[config.mk]
export PLATFORM = sky130hd
export DESIGN_NAME = cdb_broadcaster_flat
export DESIGN_NICKNAME = d
export VERILOG_FILES = /design/src/rtl/cdb_broadcaster_pkg.sv /design/src/rtl/cdb_broadcaster_if.sv /design/src/rtl/cdb_lane_fifo.sv /design/src/rtl/cdb_broadcaster.sv /design/src/flat_wrapper.sv
export SDC_FILE = /design/constraint.sdc
export NUM_CORES = 1
export LEC_CHECK = 0
export ABC_AREA = 1
export BUFFER_PORTS_ARGS = -buffer_cell sky130_fd_sc_hd__buf_2
export CELL_PAD_IN_SITES_DETAIL_PLACEMENT = 0
export CELL_PAD_IN_SITES_GLOBAL_PLACEMENT = 1
export CORE_ASPECT_RATIO = 0.7
export CORE_MARGIN = 1
export CORE_UTILIZATION = 30
export CTS_BUF_LIST = sky130_fd_sc_hd__clkbuf_8 sky130_fd_sc_hd__clkbuf_16
export DETAILED_ROUTE_END_ITERATION = 16
export PLACE_DENSITY = 0.66
export SETUP_SLACK_MARGIN = 0.1
export SLEW_MARGIN = 20
export SYNTH_ARGS = -nofsm -noshare
export SYNTH_HDL_FRONTEND = slang
export SYNTH_SLANG_ARGS = --single-unit
export TNS_END_PERCENT = 5
[constraint.sdc]
create_clock -name clk -period 7.09 [get_ports clk]
set_input_delay 0.709 -clock clk [delete_from_list [all_inputs] [get_ports clk]]
set_output_delay 0.709 -clock clk [all_outputs]
set_load 0.02 [all_outputs]
[src/rtl/cdb_broadcaster_pkg.sv]
// rtl/cdb_broadcaster_pkg.sv - shared lane indices and broadcast packet type for the CDB broadcaster
`ifndef XLEN
`define XLEN 32
`endif
`ifndef ROB_TAG_LEN
`define ROB_TAG_LEN 6
`endif

package cdb_broadcaster_pkg;

    localparam int NUM_LANES = 4;
    localparam int FU_LSU    = 0;
    localparam int FU_MULT   = 1;
    localparam int FU_BTU    = 2;
    localparam int FU_ALU    = 3;

    typedef struct packed {
        logic [`ROB_TAG_LEN-1:0] tag;
        logic [`XLEN-1:0]        value;
    } CDB_PACKET;

endpackage

[src/rtl/cdb_broadcaster_if.sv]
// rtl/cdb_broadcaster_if.sv - FU result handshake and wakeup broadcast bundle
`ifndef XLEN
`define XLEN 32
`endif
`ifndef ROB_TAG_LEN
`define ROB_TAG_LEN 6
`endif

interface cdb_broadcaster_if;

    logic [3:0]                         fu_valid;
    logic [3:0][`ROB_TAG_LEN-1:0]       fu_tag;
    logic [3:0][`XLEN-1:0]              fu_value;
    logic [3:0]                         fu_ready;
    logic                               flush;
    logic [3:0]                         wakeup;
    logic [3:0][`ROB_TAG_LEN-1:0]       wakeup_tag;
    logic [3:0][`XLEN-1:0]              wakeup_value;

    modport master (
        output fu_valid, fu_tag, fu_value, flush,
        input  fu_ready, wakeup, wakeup_tag, wakeup_value
    );

    modport slave (
        input  fu_valid, fu_tag, fu_value, flush,
        output fu_ready, wakeup, wakeup_tag, wakeup_value
    );

endinterface

[src/rtl/cdb_lane_fifo.sv]
// rtl/cdb_lane_fifo.sv - per-lane in-order result FIFO with flush
module cdb_lane_fifo
    import cdb_broadcaster_pkg::*;
#(
    parameter int DEPTH = 4
) (
    input  logic      clk,
    input  logic      reset,
    input  logic      flush,
    input  logic      push,
    input  logic      pop,
    input  CDB_PACKET din,
    output logic      full,
    output logic      empty,
    output CDB_PACKET head
);

    localparam int PW = $clog2(DEPTH);
    localparam logic [PW:0] FULL_CNT = (PW+1)'(DEPTH);

    CDB_PACKET       mem_q [DEPTH];
    logic [PW-1:0]   wr_q, wr_d, rd_q, rd_d;
    logic [PW:0]     count_q, count_d;

    assign full  = (count_q == FULL_CNT);
    assign empty = (count_q == '0);
    assign head  = mem_q[rd_q];

    // Pointers wrap naturally because DEPTH is a power of two.
    always_comb begin
        wr_d    = wr_q;
        rd_d    = rd_q;
        count_d = count_q;
        if (flush) begin
            wr_d    = '0;
            rd_d    = '0;
            count_d = '0;
        end else begin
            if (push) wr_d = wr_q + 1'b1;
            if (pop)  rd_d = rd_q + 1'b1;
            case ({push, pop})
                2'b10:   count_d = count_q + 1'b1;
                2'b01:   count_d = count_q - 1'b1;
                default: count_d = count_q;
            endcase
        end
    end

    always_ff @(posedge clk or posedge reset) begin
        if (reset) begin
            wr_q    <= '0;
            rd_q    <= '0;
            count_q <= '0;
        end else begin
            wr_q    <= wr_d;
            rd_q    <= rd_d;
            count_q <= count_d;
        end
    end

    always_ff @(posedge clk) begin
        if (push && !flush) mem_q[wr_q] <= din;
    end

endmodule

[src/rtl/cdb_broadcaster.sv]
// rtl/cdb_broadcaster.sv - round-robin CDB arbiter over four FU result FIFOs; CDB_BYPASS_EN enables same-cycle bypass
module cdb_broadcaster
    import cdb_broadcaster_pkg::*;
#(
    parameter int LANE_DEPTH = 4,
    parameter int CDB_WIDTH  = 2
) (
    input  logic             clk,
    input  logic             reset,
    cdb_broadcaster_if.slave bus
);

    logic [NUM_LANES-1:0] full, empty, push, pop, grant, bypass_cand, eligible;
    logic [NUM_LANES-1:0] wakeup_q, wakeup_d;
    CDB_PACKET            head   [NUM_LANES];
    CDB_PACKET            in_pkt [NUM_LANES];
    CDB_PACKET            pkt_q  [NUM_LANES];
    CDB_PACKET            pkt_d  [NUM_LANES];
    logic [1:0]           rr_q, rr_d, lane, last_lane;
    logic [2:0]           gnt_cnt;
    logic                 any_gnt;

`ifdef CDB_BYPASS_EN
    assign bypass_cand = empty & bus.fu_valid;
`else
    assign bypass_cand = '0;
`endif
    assign eligible     = ~empty | bypass_cand;
    assign bus.fu_ready = ~full;

    always_comb begin
        grant     = '0;
        gnt_cnt   = '0;
        any_gnt   = 1'b0;
        last_lane = rr_q;
        lane      = rr_q;
        for (int k = 0; k < NUM_LANES; k++) begin
            lane = rr_q + 2'(k);
            if (!bus.flush && eligible[lane] && gnt_cnt < 3'(CDB_WIDTH)) begin
                grant[lane] = 1'b1;
                gnt_cnt     = gnt_cnt + 3'd1;
                last_lane   = lane;
                any_gnt     = 1'b1;
            end
        end
        rr_d = bus.flush ? 2'd0 : (any_gnt ? last_lane + 2'd1 : rr_q);
    end

    // A granted lane whose FIFO is empty can only be a bypass grant: it pops nothing and skips the write.
    assign pop  = grant & ~empty;
    assign push = bus.fu_valid & ~full & ~(grant & empty) & {NUM_LANES{~bus.flush}};

    always_comb begin
        wakeup_d = grant;
        for (int j = 0; j < NUM_LANES; j++) begin
            in_pkt[j] = '{tag: bus.fu_tag[j], value: bus.fu_value[j]};
            pkt_d[j]  = '0;
            if (grant[j]) pkt_d[j] = empty[j] ? in_pkt[j] : head[j];
        end
    end

    for (genvar j = 0; j < NUM_LANES; j++) begin : g_lane
        cdb_lane_fifo #(.DEPTH(LANE_DEPTH)) u_fifo (
            .clk   (clk),
            .reset (reset),
            .flush (bus.flush),
            .push  (push[j]),
            .pop   (pop[j]),
            .din   (in_pkt[j]),
            .full  (full[j]),
            .empty (empty[j]),
            .head  (head[j])
        );
        assign bus.wakeup_tag[j]   = pkt_q[j].tag;
        assign bus.wakeup_value[j] = pkt_q[j].value;
    end

    assign bus.wakeup = wakeup_q;

    always_ff @(posedge clk or posedge reset) begin
        if (reset) begin
            rr_q     <= '0;
            wakeup_q <= '0;
            for (int j = 0; j < NUM_LANES; j++) pkt_q[j] <= '0;
        end else begin
            rr_q     <= rr_d;
            wakeup_q <= wakeup_d;
            for (int j = 0; j < NUM_LANES; j++) pkt_q[j] <= pkt_d[j];
        end
    end

endmodule

[src/flat_wrapper.sv]
// flat-port wrapper written by rule: the top's interface ports become plain ports
module cdb_broadcaster_flat import cdb_broadcaster_pkg::*;
#(
    parameter int LANE_DEPTH = 4,
    parameter int CDB_WIDTH  = 2
)
  (clk, reset, bus_fu_valid, bus_fu_tag, bus_fu_value, bus_flush, bus_fu_ready, bus_wakeup, bus_wakeup_tag, bus_wakeup_value);
  cdb_broadcaster_if bus_i ();
  input  logic clk;
  input  logic reset;
  input wire logic [$bits(bus_i.fu_valid)-1:0] bus_fu_valid;
  input wire logic [$bits(bus_i.fu_tag)-1:0] bus_fu_tag;
  input wire logic [$bits(bus_i.fu_value)-1:0] bus_fu_value;
  input wire logic [$bits(bus_i.flush)-1:0] bus_flush;
  output wire logic [$bits(bus_i.fu_ready)-1:0] bus_fu_ready;
  output wire logic [$bits(bus_i.wakeup)-1:0] bus_wakeup;
  output wire logic [$bits(bus_i.wakeup_tag)-1:0] bus_wakeup_tag;
  output wire logic [$bits(bus_i.wakeup_value)-1:0] bus_wakeup_value;
  assign bus_i.fu_valid = bus_fu_valid;
  assign bus_i.fu_tag = bus_fu_tag;
  assign bus_i.fu_value = bus_fu_value;
  assign bus_i.flush = bus_flush;
  assign bus_fu_ready = bus_i.fu_ready;
  assign bus_wakeup = bus_i.wakeup;
  assign bus_wakeup_tag = bus_i.wakeup_tag;
  assign bus_wakeup_value = bus_i.wakeup_value;
  cdb_broadcaster #(.LANE_DEPTH(LANE_DEPTH), .CDB_WIDTH(CDB_WIDTH)) u_core (.clk(clk), .reset(reset), .bus(bus_i));
endmodule
# [After elaboration in Yosys (flattened, before gate mapping)]
# Memory sizes are Yosys's and may differ from the RTL's.
# Index checks and enable logic that the tools add are counted.
[word_totals] regBits=186 ramBits=608 inputBits=159 out_inout_bits=160 memories=4
[op_classes] add_sub_neg=22 magnitude_cmp=11 eq_ne=12 muxes=72 bitwise=12 reduce_logical=33
[mem_list] name="u_core.g_lane[0].u_fifo.mem_q" words=4 width=38 rd=1 rd_clocked_by_memory_dff=0 write_ports=1 line="cdb_lane_fifo.sv:21" text="CDB_PACKET mem_q [DEPTH];"
[mem_list] name="u_core.g_lane[1].u_fifo.mem_q" words=4 width=38 rd=1 rd_clocked_by_memory_dff=0 write_ports=1 line="cdb_lane_fifo.sv:21"
[mem_list] name="u_core.g_lane[2].u_fifo.mem_q" words=4 width=38 rd=1 rd_clocked_by_memory_dff=0 write_ports=1 line="cdb_lane_fifo.sv:21"
[mem_list] name="u_core.g_lane[3].u_fifo.mem_q" words=4 width=38 rd=1 rd_clocked_by_memory_dff=0 write_ports=1 line="cdb_lane_fifo.sv:21"
[op_table] operator="two-way mux 38 bit" count=8
[op_table] operator="two-way mux 2 bit" count=21
[op_table] operator="case mux 3 bit (2 select lines)" count=4
[op_table] operator="two-way mux 1 bit" count=21
[op_table] operator="adder 2 x 1 -> 2 bit, second input constant" count=10
[op_table] operator="bitwise AND 4 bit" count=5
[op_table] operator="adder 3 x 1 -> 3 bit, second input constant" count=6
[op_table] operator="two-way mux 3 bit" count=6
[op_table] operator="nonzero test 2 bit" count=9
[op_table] operator="two-way mux 4 bit" count=4
[op_table] operator="logical AND 1 bit" count=15
[op_table] operator="equality test 3 bit, second input constant" count=4
[op_table] operator="zero test 3 bit" count=4
[op_table] operator="less-than comparator 2 x 3 -> 1 bit, second input constant" count=4
[op_table] operator="inverter 4 bit" count=3
[op_table] operator="OR 4 bit" count=3
[op_table] operator="nonzero test 3 bit" count=4
[op_table] operator="subtractor 3 x 1 -> 3 bit, second input constant" count=4
[op_table] operator="less-than comparator 3 x 2 -> 1 bit, second input constant" count=3
[op_table] operator="binary-select mux 1 bit (select 2 bit)" count=4
[op_table] operator="demux 1 bit (select 2 bit)" count=4
[op_table] operator="equality test 2 x 1 -> 1 bit, second input constant" count=4
[op_table] operator="equality test 2 bit, second input constant" count=4
[op_table] operator=">= comparator 2 x 1 -> 1 bit, second input constant" count=4
[op_table] operator="other kinds (3)" count=4

# [Depth between registers and ports, before layout]
[logic_depth] word_depth=22 ltp_mapped=24

# [Hierarchy]
# From an unflattened synthesis, not the netlist that was laid out.
[unflattened] cells_unflattened=2513 hier_area_um2=32940.3
[by_module_without_submodules] mod="cdb_lane_fifo" n_inst=4 cells_per_inst=429 area_per_inst_um2=6483.7 seq_area_each_um2=4739.5
[by_module_without_submodules] mod="cdb_broadcaster" n_inst=1 cells_per_inst=797 area_per_inst_um2=7005.5 seq_area_each_um2=3953.8

# [Least setup slack after synthesis]
# Ideal clock, no wire load.
[synth_path] path_kind="input port to flip-flop" from="input port bus_flush" to="memory u_core.g_lane[0].u_fifo.mem_q[0][0] (netlist bit), enable pin" setup_ps=433 arrival_ps=4005 required_ps=6657 path_slack_ps=2652 cell_stages=16 path_cell_list="clkbuf_1 inv_2 nand3_1 inv_2 ha_1 inv_1 nand4_4 nor2_2 nor2_4 nand3_2 nand2_4 nand2_2 nand2_1 nor2_1 inv_2 nor2_1"
[synth_between] elab_chain_cells=19 word_cells_on_any_way=31 classes_between="2 x add/sub; 3 x order compare; 9 x mux; 8 x bitwise; 9 x reduce/logical"
[synth_lines] item="start: declaration" line="flat_wrapper.sv:14" text="input wire logic [$bits(bus_i.flush)-1:0] bus_flush;"
[synth_lines] item="zero test 1 bit" line="cdb_lane_fifo.sv:62, cdb_broadcaster.sv:39"
[synth_lines] item="logical AND 1 bit" line="cdb_broadcaster.sv:39" text="if (!bus.flush && eligible[lane] && gnt_cnt < 3'(CDB_WIDTH)) begin"
[synth_lines] item="two-way mux 1 bit" line="cdb_broadcaster.sv:39"
[synth_lines] item="less-than comparator 3 x 2 -> 1 bit" line="cdb_broadcaster.sv:39"
[synth_lines] item="logical AND 1 bit" line="cdb_broadcaster.sv:39"
[synth_lines] item="two-way mux 3 bit" line="cdb_broadcaster.sv:39"
[synth_lines] item="less-than comparator 3 x 2 -> 1 bit" line="cdb_broadcaster.sv:39"
[synth_lines] item="logical AND 1 bit" line="cdb_broadcaster.sv:39"
[synth_lines] item="(+2 left out)"
[synth_lines] item="logical AND 1 bit" line="cdb_broadcaster.sv:39"
[synth_lines] item="two-way mux 4 bit" line="cdb_broadcaster.sv:39"
[synth_lines] item="bitwise AND 4 bit" line="cdb_broadcaster.sv:51" text="assign push = bus.fu_valid & ~full & ~(grant & empty) & {NUM_LANES{~bus.flush}};"
[synth_lines] item="inverter 4 bit" line="cdb_broadcaster.sv:51"
[synth_lines] item="bitwise AND 4 bit (2 in series)" line="cdb_broadcaster.sv:51"
[synth_lines] item="logical AND 1 bit (*)" line="cdb_lane_fifo.sv:62" text="if (push && !flush) mem_q[wr_q] <= din;"
[synth_lines] item="two-way mux 1 bit (*)" line="cdb_lane_fifo.sv:62"
[synth_lines] item="two-way mux 1 bit (not written as such) (*)" line="cdb_lane_fifo.sv:62"
[synth_lines] item="end: declaration" line="cdb_lane_fifo.sv:21"
# Mark *: on every way between the ends. The rest lies on a longest branch, timed or not.

# [Final worst setup path]
[layout_path] from="register u_core.rr_q[0]" to="memory u_core.g_lane[0].u_fifo.mem_q[1][37] (netlist bit), enable pin"
[layout_between] elab_chain_cells=20 word_cells_on_any_way=60 classes_between="5 x add/sub; 11 x order compare; 25 x mux; 7 x bitwise; 12 x reduce/logical"
[layout_lines] item="start: declaration" line="cdb_broadcaster.sv:19" text="logic [1:0] rr_q, rr_d, lane, last_lane;"
[layout_lines] item="start signal: assignment" line="cdb_broadcaster.sv:86" text="rr_q <= rr_d;"
[layout_lines] item="binary-select mux 1 bit (select 2 bit)" line="cdb_broadcaster.sv:39"
[layout_lines] item="two-way mux 1 bit (not written as such)" line="cdb_broadcaster.sv:39"
[layout_lines] item="logical AND 1 bit" line="cdb_broadcaster.sv:39"
[layout_lines] item="two-way mux 1 bit" line="cdb_broadcaster.sv:39"
[layout_lines] item="less-than comparator 3 x 2 -> 1 bit" line="cdb_broadcaster.sv:39"
[layout_lines] item="logical AND 1 bit" line="cdb_broadcaster.sv:39"
[layout_lines] item="two-way mux 3 bit" line="cdb_broadcaster.sv:39"
[layout_lines] item="less-than comparator 3 x 2 -> 1 bit" line="cdb_broadcaster.sv:39"
[layout_lines] item="(+3 left out)"
[layout_lines] item="logical AND 1 bit" line="cdb_broadcaster.sv:39"
[layout_lines] item="two-way mux 4 bit (*)" line="cdb_broadcaster.sv:39"
[layout_lines] item="bitwise AND 4 bit (*)" line="cdb_broadcaster.sv:51"
[layout_lines] item="inverter 4 bit (*)" line="cdb_broadcaster.sv:51"
[layout_lines] item="bitwise AND 4 bit (*) (2 in series)" line="cdb_broadcaster.sv:51"
[layout_lines] item="logical AND 1 bit (*)" line="cdb_lane_fifo.sv:62"
[layout_lines] item="two-way mux 1 bit (*)" line="cdb_lane_fifo.sv:62"
[layout_lines] item="two-way mux 1 bit (not written as such) (*)" line="cdb_lane_fifo.sv:62"
# Mark *: on every way between the ends. The rest lies on a longest branch, timed or not. The select of a mux whose other input is x is not followed.

==> summary.md <==
| Metric | Value |
|---|---|
| Worst setup SP type | flip-flop |
| Slew Viols, Final | 0 |
| Register area | 22,900 um^2 |
| Post-Synth Simple-Gate Area | 10.8% |
| Initial core utilization | 30.3% |
| DRT iter0 DRCs | 1,351 |
| Post-CTS sizing | 0 |
| Combinational Power Share | 30.5% |
| Largest family of logic cells by synthesized area | compound AO/OA/AOI/OAI gates |
| Switching Share | 35.6% |
| Synth Area in Adders | 1.31% |
| Die X | 386 um |
| Fill cells | 9,940 |
| Detail Placement HPWL | 43,200 um |
| Clock share of power | 29.9% |
| Final setup vio count | 0 |
| Multi-input logic area | 7310 um^2 |
| Critical path data arrival time | 5.13 ns |
| Vias in the first global route | 18.9k |
| Synth top cells by count | edfxtp_1, nand2_1, dfrtp_1 |
| Synth Area in Compound Gates | 10.9% |
| Final period util | 67.5% |
| Drt first pass iters | 5 |
| Yosys cell types | 40 |
| Max_cap viols | 0 |
| Layout cells sized above 1 | 21.6% |
| CP Data Required Time | 7.43 ns |
| Antenna viol nets, final | 0 |
| Worst-margin pin slew | 0.985 ns |
| Via count | 19.4k |
| Met2 wire length | 34,400 um |
| Pint | 0.00955 W |
| Total global routing overflow | 0 |
| Post-CTS Setup Bufs | 0 |
| Clk_lat worst skew | 0.65 ns |
| Setup TNS | 0 ns |
| First-pass GRT wire length | 118,000 um |
| Post-CTS Hold Buffers | 0 |
| Core Area | 102,000 um^2 |
| WL met3 | 4450 um |
| Cts bufs inserted | 81 |
| IO Port Bufs | 318 |
| Metal-1 WL | 37,000 um |
| Worst VDD drop | 0.211 mV |
| Worst Setup End Kind | flip-flop |
| Critical path peak fanout | 45 |
| NumNets Final | 2,823 |
| Min cycle time layout | 4.79 ns |
| Main flop type after synthesis | edfxtp_1 |
| Top cells by area, synth | edfxtp_1, dfrtp_1, nand2_1 |
| Area Overhead vs Synth | 18.9% |
| Die footprint | 105,000 um^2 |
| Worst Skew | 0.0245 ns |
| Final worst setup slack | 2.30 ns |
| Worst hold path type | in -> async |
| Mean post-synth cell area | 13.2 um^2 |
| Htree depth | 3 |
| Post-synth EDFFs | 608 |
| Mux contribution to synthesized area | 0% |
| Count of final hold-check violations | 0 |
| Detailed-route vias per instance | 4.78 |
| CTS Sinks | 794 |
| YS warnings | 0 |
| GPL Wtd Cong | 0.746 |
| Largest net degree at the start of global routing | 83 |
| Count leader, synth | edfxtp_1 |
| WL/cell | 19.1 um |
| Initial antenna violation count | 13 |
| Syn Inst Count | 2,349 |
| DRC Markers | 0 |
| Number of core rows | 98 |
| Rel. slew slack | 34.1% |
| Leak Pwr | 14.4 nW |
| Syn_nets | 2,538 |
| Status | complete, no violations |
| Highest routed layer | met5 |
| Overall global routing resource usage | 14.6% |
| Longest Clk Path Bufs | 3 |
| Root buffer cell | clkbuf_16 |
| Sw Pwr | 0.00528 W |
| FMAX | 209 MHz |
| Synthesis-stage register bit count | 794 |
| CTS tree | built |
| Sequential fraction of the synthesis area | 73.8% |
| Pwr/cell area | 402 nW/um^2 |
| I/O pins | 319 |
| Critical path type | reg -> reg |
| Total Routed Length | 77,500 um |
| Post-Syn Area | 31,000 um^2 |
| Ys async rst share | 23.4% |
| Reg power frac | 39.6% |
| Dpl ws | 1.96 ns |
| Synth Area in XOR/XNOR | 0.141% |
| Clk pin slew, worst setup/hold paths | 0.06 ns |
| RSZ-0062 raised after global routing | false |
| Chip height | 271 um |
| Area leader, netlist | edfxtp_1 |
| Top cell type's share of synthesized area | 58.8% |
==> critical path, cell delays in order (launching register included) <==
cell and delay, ns:
dfrtp_1 0.66, inv_4 0.11, ha_1 0.40, inv_1 0.11
nand2_2 0.08, nand2_1 0.09, nor2_1 0.07, ha_1 0.22
inv_1 0.09, nand4_4 0.17, nor2_2 0.18, nor2_4 0.07
nand3_2 0.08, nand2_4 0.36, nand2_2 0.18, nand2_1 0.08
nor2_1 0.21, inv_2 0.15, nor2_4 0.76, buf_4 0.38
==> cell usage in the layout (no fill, tap or decap), types with 6 or more instances in the layout <==
cell | Yosys | final
edfxtp_1 | 608 | 608
nand2_1 | 549 | 549
buf_2 | 14 | 318
dfrtp_1 | 186 | 182
nand3_1 | 175 | 175
a21oi_1 | 162 | 162
a32o_1 | 152 | 152
o21ai_0 | 144 | 144
clkbuf_16 | 0 | 83
inv_1 | 60 | 70
buf_4 | 4 | 38
ha_1 | 26 | 26
o21ai_2 | 20 | 20
clkbuf_8 | 0 | 20
nor2_4 | 1 | 17
inv_2 | 11 | 14
clkinv_2 | 0 | 13
nor2_1 | 28 | 12
nand2_2 | 13 | 11
o21ai_1 | 10 | 10
nor2_2 | 6 | 6
nand4_1 | 6 | 6
bufinv_16 | 0 | 6
clkinv_1 | 4 | 6
==> layout make-up <==
| type | count | area share [%] |
|---|---|---|
| well taps | 1350 | 4.58 |
| repair buffers | 356 | 5.08 |
| clock buffers | 103 | 6.37 |
| inverters | 76 | 0.803 |
| clock inverters | 49 | 1.24 |
| flip-flops and latches | 794 | 62.1 |
| multi-input cells | 1325 | 19.8 |
| diodes | 5 | 0.0339 |
==> final timing paths <==
kind / slack [ns] / startpoint / endpoint / cells past startpoint
max in group asynchronous: 5.60 / reset / u_core.bus.wakeup_value[95]$_DFF_PP0_ / 3
setup / recovery: 2.30 / u_core.rr_q[0]$_DFFE_PP0P_ / u_core.g_lane[0].u_fifo.mem_q[1][37]$_DFFE_PP_ / 19
setup reg to reg: 2.30 / u_core.rr_q[0]$_DFFE_PP0P_ / u_core.g_lane[0].u_fifo.mem_q[1][37]$_DFFE_PP_ / 19
min in group clk: 0.29 / bus_fu_value[39] / u_core.g_lane[1].u_fifo.mem_q[0][7]$_DFFE_PP_ / 1
hold / removal: 0.12 / reset / u_core.bus.wakeup_value[126]$_DFF_PP0_ / 2
hold reg to reg: 0.53 / u_core.g_lane[2].u_fifo.rd_q[0]$_DFFE_PP0P_ / u_core.g_lane[2].u_fifo.rd_q[0]$_DFFE_PP0P_ / 2
==> per-stage QoR <==
step	instance area, um^2	instances	hold WS [ns]	total power [W]	util, %
6_report	36900	4058	0.124	0.0148	36.1
3_5_place_dp	34100	3901	0.527	0.0106	33.3
5_1_grt	36900	4055	0.137	0.0157	36.1
3_3_place_gp	34100	3901	0.517	0.0105	33.3
4_1_cts	36900	4053	0.118	0.0151	36.1
2_1_floorplan	31000	2349	0.510	0.00906	-
==> power groups by stage <==
stage               registers [W]  clock network [W]  logic (W)
floorplan                 0.00619                  0    0.00287
detailed placement        0.00597                  0    0.00460
global placement          0.00597                  0    0.00458
global route              0.00593            0.00474    0.00504
finish                    0.00587            0.00443    0.00453
CTS                       0.00588            0.00458    0.00461
==> metal layers <==
metal	vias to the layer above	global-route usage, %
met5	-	0
met4	16	3.97
met3	115	3.72
met2	464	21.7
met1	9620	20.9
li1	9170	-
==> kinds of logic (layout without fill, tap and decap cells) <==
kind of cell / Yosys count / after routing
compound gates: 500 / 500
xor+xnor: 5 / 5
fa+ha+maj: 30 / 30
buf+inv: 230 / 584
flops: 794 / 794
other cells: 0 / 5
simple gates: 790 / 790
==> state kept, by name, indices dropped and copies added, names as in the netlist <==
| signal | flops |
|---|---|
| u_core.g_lane.u_fifo.mem_q | 608 |
| u_core.bus.wakeup_value | 128 |
| u_core.bus.wakeup_tag | 24 |
| u_core.g_lane.u_fifo.count_q | 12 |
| u_core.g_lane.u_fifo.rd_q | 8 |
| u_core.g_lane.u_fifo.wr_q | 8 |
| u_core.bus.wakeup | 4 |
| u_core.rr_q | 2 |
No activity file was read; power rests on OpenSTA's default activity.
